$ cat src/rtl/float32_pkg.sv
`default_nettype none
// ============================================================================
// Module      : float32_pkg
// Description : Shared binary32 constants and the integer-to-float FSM state
//               type used by the float32 datapath blocks.
// Revision    : 1.0 - initial release
// ============================================================================
package float32_pkg;

    localparam int FP32_BIAS    = 127;
    localparam int FP32_EXP_W   = 8;
    localparam int FP32_MAN_W   = 23;
    // Exponent of a value whose leading one sits at bit 31 of the magnitude.
    localparam int I2F_EXP_INIT = FP32_BIAS + 31;

    typedef enum logic [1:0] {
        IDLE  = 2'd0,
        NORM  = 2'd1,
        ROUND = 2'd2,
        DONE  = 2'd3
    } i2f_state_t;

endpackage
`default_nettype wire

$ cat src/rtl/fp32_round_rne.sv
`default_nettype none
// ============================================================================
// Module      : fp32_round_rne
// Description : Combinational round-to-nearest-even of a normalised
//               {hidden, mantissa} with guard/sticky, including exponent carry.
// Revision    : 1.0 - initial release
// ============================================================================
module fp32_round_rne
    import float32_pkg::*;
(
    input  logic [FP32_MAN_W:0]   i_man,
    input  logic                  i_guard,
    input  logic                  i_sticky,
    input  logic [FP32_EXP_W-1:0] i_exp,
    output logic [FP32_MAN_W-1:0] o_man,
    output logic [FP32_EXP_W-1:0] o_exp,
    output logic                  o_inexact
);

    logic                  w_round_up;
    logic                  w_carry;
    logic [FP32_MAN_W:0]   w_sum;

    assign w_round_up = i_guard & (i_sticky | i_man[0]);
    assign {w_carry, w_sum} = {1'b0, i_man} + {{(FP32_MAN_W + 1){1'b0}}, w_round_up};

    // A carry out of the hidden bit renormalises by one place.
    assign o_man     = w_carry ? w_sum[FP32_MAN_W:1] : w_sum[FP32_MAN_W-1:0];
    assign o_exp     = i_exp + {{(FP32_EXP_W - 1){1'b0}}, w_carry};
    assign o_inexact = i_guard | i_sticky;

endmodule
`default_nettype wire

$ cat src/rtl/int_to_float32_serial.sv
`default_nettype none
// ============================================================================
// Module      : int_to_float32_serial
// Description : 32-bit integer to binary32 converter, RNE rounding, normalising
//               one bit per clock behind valid/ready handshakes.
// Revision    : 1.0 - initial release
// ============================================================================
module int_to_float32_serial
    import float32_pkg::*;
#(
    parameter bit SIGNED_IN = 1'b1
) (
    input  logic        clk,
    input  logic        rst_n,
    input  logic        in_valid,
    output logic        in_ready,
    input  logic [31:0] in_data,
    output logic        out_valid,
    input  logic        out_ready,
    output logic [31:0] out_data,
    output logic        out_inexact
);

    localparam logic [1:0] c_st_idle  = IDLE;
    localparam logic [1:0] c_st_norm  = NORM;
    localparam logic [1:0] c_st_round = ROUND;
    localparam logic [1:0] c_st_done  = DONE;

    logic [1:0]            r_state;
    logic                  r_sign;
    logic [31:0]           r_mag;
    logic [FP32_EXP_W-1:0] r_exp;
    logic [31:0]           r_out_data;
    logic                  r_out_inexact;

    logic                  w_sign_in;
    logic [31:0]           w_mag_in;
    logic [FP32_MAN_W-1:0] w_rnd_man;
    logic [FP32_EXP_W-1:0] w_rnd_exp;
    logic                  w_rnd_inexact;

    assign w_sign_in = SIGNED_IN ? in_data[31] : 1'b0;
    // Negating -2^31 wraps back to 0x80000000, which is the correct magnitude.
    assign w_mag_in  = w_sign_in ? (~in_data + 32'd1) : in_data;

    fp32_round_rne u_round (
        .i_man     (r_mag[31:8]),
        .i_guard   (r_mag[7]),
        .i_sticky  (|r_mag[6:0]),
        .i_exp     (r_exp),
        .o_man     (w_rnd_man),
        .o_exp     (w_rnd_exp),
        .o_inexact (w_rnd_inexact)
    );

    always_ff @(posedge clk or negedge rst_n) begin
        if (!rst_n) begin
            r_state       <= c_st_idle;
            r_sign        <= 1'b0;
            r_mag         <= 32'd0;
            r_exp         <= '0;
            r_out_data    <= 32'd0;
            r_out_inexact <= 1'b0;
        end else begin
            case (r_state)
                c_st_idle: begin
                    if (in_valid) begin
                        r_sign <= w_sign_in;
                        r_mag  <= w_mag_in;
                        r_exp  <= FP32_EXP_W'(I2F_EXP_INIT);
                        if (w_mag_in == 32'd0) begin
                            r_out_data    <= 32'd0;
                            r_out_inexact <= 1'b0;
                            r_state       <= c_st_done;
                        end else begin
                            r_state <= c_st_norm;
                        end
                    end
                end
                c_st_norm: begin
                    if (r_mag[31]) begin
                        r_state <= c_st_round;
                    end else begin
                        r_mag <= {r_mag[30:0], 1'b0};
                        r_exp <= r_exp - 8'd1;
                    end
                end
                c_st_round: begin
                    r_out_data    <= {r_sign, w_rnd_exp, w_rnd_man};
                    r_out_inexact <= w_rnd_inexact;
                    r_state       <= c_st_done;
                end
                c_st_done: begin
                    if (out_ready) begin
                        r_state <= c_st_idle;
                    end
                end
                default: r_state <= c_st_idle;
            endcase
        end
    end

    assign in_ready    = (r_state == c_st_idle);
    assign out_valid   = (r_state == c_st_done);
    assign out_data    = r_out_data;
    assign out_inexact = r_out_inexact;

endmodule
`default_nettype wire

$ cat config.mk
export PLATFORM = sky130hd
export DESIGN_NAME = int_to_float32_serial
export DESIGN_NICKNAME = d
export VERILOG_FILES = /design/src/rtl/float32_pkg.sv /design/src/rtl/fp32_round_rne.sv /design/src/rtl/int_to_float32_serial.sv
export SDC_FILE = /design/constraint.sdc
export NUM_CORES = 1
export LEC_CHECK = 0
export BUFFER_PORTS_ARGS = -buffer_cell sky130_fd_sc_hd__buf_2
export CAP_MARGIN = 20
export CELL_PAD_IN_SITES_DETAIL_PLACEMENT = 1
export CELL_PAD_IN_SITES_GLOBAL_PLACEMENT = 1
export CORE_ASPECT_RATIO = 2
export CORE_UTILIZATION = 30
export DETAILED_ROUTE_END_ITERATION = 8
export PLACE_DENSITY = 0.57
export SYNTH_ARGS = -nofsm -noshare
export SYNTH_HDL_FRONTEND = slang
export SYNTH_SLANG_ARGS = --single-unit
$ cat constraint.sdc
create_clock -name clk -period 4 [get_ports clk]
set_input_delay 0.8 -clock clk [delete_from_list [all_inputs] [get_ports clk]]
set_output_delay 0.8 -clock clk [all_outputs]
set_load 0.05 [all_outputs]
==> summary.md <==
| Metric | Value |
|---|---|
| Cell count after synthesis | between 500 and 600 |
| Layout cells sized above 1 | a little over a quarter |
| Final hold vios | 0 |
| CTS sink cnt | 76 |
| RSZ-0062 raised after global routing | yes |
| Final non-filler cell total | approximately 890 |
| Drt wl/cell | 18.1 um |
| Starting Density | a little under a third |
| Status | complete, no violations |
| Antenna Violating Nets Remaining | 0 |
| Post-synthesis sequential area ratio | 37.8% |
| Drt initial violations | 159 |
| Port Buffers | 70 |
| Met3 wire length | between 200 and 300 um |
| PwrDens | 684 nW/um^2 |
| Critical path arrival | ~4200 ps |
| First-pass GRT wire length | approximately 25 mm |
| Max Fanout on Critical Path | 6 |
| Peak Freq | ~250 MHz |
| Clk Latency, worst-skew pair | between 300 and 400 ps |
| Period utilization | about 99% |
| Routed wire length | roughly 16 mm |
| Area growth from synthesis to layout | 28.5% |
| Final setup margin | approximately 45 ps |
| Post-Syn Nets | 620 |
| Most frequent cells in the layout | dfrtp_1 (76), buf_2 (67), nand2_1 (57) |
| Reg clk slew, reported paths | 50 ps |
| Post-synthesis cell type count | 54 |
| Top cells by area, synth | dfrtp_1 (38%), o21ai_0 (5.5%), xnor2_1 (5.2%) |
| Total I/O pin count | 71 |
| Post-synth top area cell | dfrtp_1 |
| DR top layer | met4 |
| WS Path Type | in2reg |
| Met2 Wirelength | around 9.4 mm |
| Fraction of registers with async set or reset after synthesis | 100% |
| FP Rows | between 60 and 70 |
| Die width | 93.6 um |
| Worst R2R Path Depth | 10 |
| Yosys top cell area share | roughly 38% |
| Worst slack, placed | -366 ps |
| Max clock buf depth | 2 |
| Required @ worst endpoint | approximately 4200 ps |
| Root buffer cell | clkbuf_16 |
| CP cell instances | buf_8 -> clkinv_8 -> ha_4 -> or4b_4 -> or4b_4 -> buf_6 -> o41ai_4 -> xnor2_2 -> a211oi_2 -> nand4_1 -> o32ai_4 -> buf_12 -> clkbuf_16 -> mux2_4 |
| Most common cell after layout, fill and taps aside | dfrtp_1 |
| Slew HR | 34.9% |
| Synth Cell Area | ~5000 um^2 |
| Max incr delay on CP | approximately 600 ps |
| Ant diodes | 0 |
| Worst IR drop on VDD | about 0.23 mV |
| Cell family with most CP delay | simple AND/OR/NAND/NOR gates |
| Number of global-route vias before repair | between 4000 and 5000 |
| Post-route DRC | 0 |
| Fin nets | approximately 720 |
| Yosys warning count | 0 |
| Synth Flop Type | dfrtp_1 |
| Startpoint Class | input pin |
| Die area | 17300 um^2 |
| Hold path cells | 1 |
| Area after DPL | 5950 um^2 |
| Gr ovfl total | 0 |
| Placed cell count | roughly 870 |
| CTS buffer count | 9 |
| CORE AREA | approximately 16000 um^2 |
| Synth Register Bits | 76 |
| Worst Hold Class | reg2reg |
| Die span in y | approximately 190 um |
| GPL Wtd Cong | approximately 0.86 |
| CP max-delay cell | or4b_4 |
| Avg Cell Area, Syn | a little under 9 um^2 |
| Fin crit period | 3960 ps |
| Wl on met1 | between 5 and 6 mm |
| Levels on crit path | 14 |
| Worst Tran Pin Value | 977 ps |
| Clock skew | ~8.7 ps |
| Fillers | between 1500 and 2000 |
| # H-tree levels | 3 |
| Crit-path most repeated cell | or4b_4 |
| Leakage power | approximately 0.0028 uW |
| Largest net degree at the start of global routing | 77 |
| Vias post-DR | approximately 4600 |
| Setup Viol. Count Final | 0 |
| Endpoint class of the critical path | register |
| First-pass DRT Iterations | 4 |
| Vias per inst | between 5 and 6 |
| Max_cap viols | 0 |
| DP HPWL | 12.6 mm |
| CP bufs+invs | 5 |
| Number of antenna violations at the first check in global routing | 0 |
| Hold_buf cts | 0 |
| CTS tree | built |
| All-layer global routing usage | roughly a fifth |
| Max-slew violation count | 0 |
| Final Cell Area | approximately 6500 um^2 |
| Post-synth EDFFs | 0 |
## sequential cells by signal (all words and copies together), names as in the netlist
signal / cells
out_data: 32
out_inexact: 1
r_exp: 8
r_mag: 32
r_sign: 1
r_state: 2
## cells in the mapped netlist (all sizes together), types with 7 or more instances
library cell and count:
dfrtp 76, or3 10, nor2 53, nor4 8
nand2 57, mux2 27, ha 9, clkbuf 31
xor2 30, o21ai 56, a21oi 17, a22oi 16
nand3 21, nor3 14, xnor2 30, and3 7
inv 26, mux2i 11, nand4 11, o41ai 11
## worst paths after layout
path,from,end,slack [ps]
max,in_data[0],out_data[1],40
min,out_data[15],out_data[15],500
max reg2reg,r_state[0],out_data[1],940
max in group asynchronous,rst_n,r_mag[19],2740
min reg2reg,out_data[15],out_data[15],500
min in group asynchronous,rst_n,r_state[0],630
## kinds of logic after synthesis
logic type / share of synthesized area (%)
AOI/OAI and AO/OA: 16.3
xor gates and xnor gates: 10.4
adders and majority gates: 2.24
buffers and inverters: 5.19
DFF: 37.8
muxes: 8.23
and+or+nand+nor: 19.9
## what timing repair did
item	in CTS	in global routing
pin swaps	0	8
setup buffers	0	4
resized for setup	2	36
setup endpoints to repair	1	33
gates cloned	0	3
## power by group
| group | leakage [uW] | switching, uW | total, uW | internal, uW |
|---|---|---|---|---|
| logic | 0.00173 | 1430 | 2300 | 876 |
| clock network | 0.000131 | 294 | 730 | 436 |
| registers | 0.000970 | 311 | 1390 | 1080 |
| total | 0.00283 | 2030 | 4430 | 2390 |
## per-stage QoR
step,hold slack (ps),TNS (ps),power [uW],util [%]
2_1_floorplan,472,-1310,2860,-
3_3_place_gp,470,-9580,3420,36.4
3_5_place_dp,474,-10180,3490,36.4
4_1_cts,486,0,4230,38.1
5_1_grt,527,-958,4740,39.6
6_report,504,0,4430,39.6
## layer usage
metal  GRT usage [%]  vias to the layer above
met3            1.72                       21
li1                -                     2243
met2            37.9                       72
met4            8.68                        0
met1            20.0                     2232
met5               0                        -
## layout make-up
| cell class | instances | area, um^2 | area share [%] |
|---|---|---|---|
| Tap cell | 204 | 255 | 3.94 |
| Multi-Input combinational cell | 436 | 3030 | 46.8 |
| Clock buffer | 14 | 254 | 3.92 |
| Clock inverter | 2 | 10.0 | 0.155 |
| Inverter | 26 | 123 | 1.89 |
| Sequential cell | 76 | 1900 | 29.4 |
| Timing Repair Buffer | 130 | 902 | 13.9 |
Note: power is estimated with default switching activity, not from simulation.
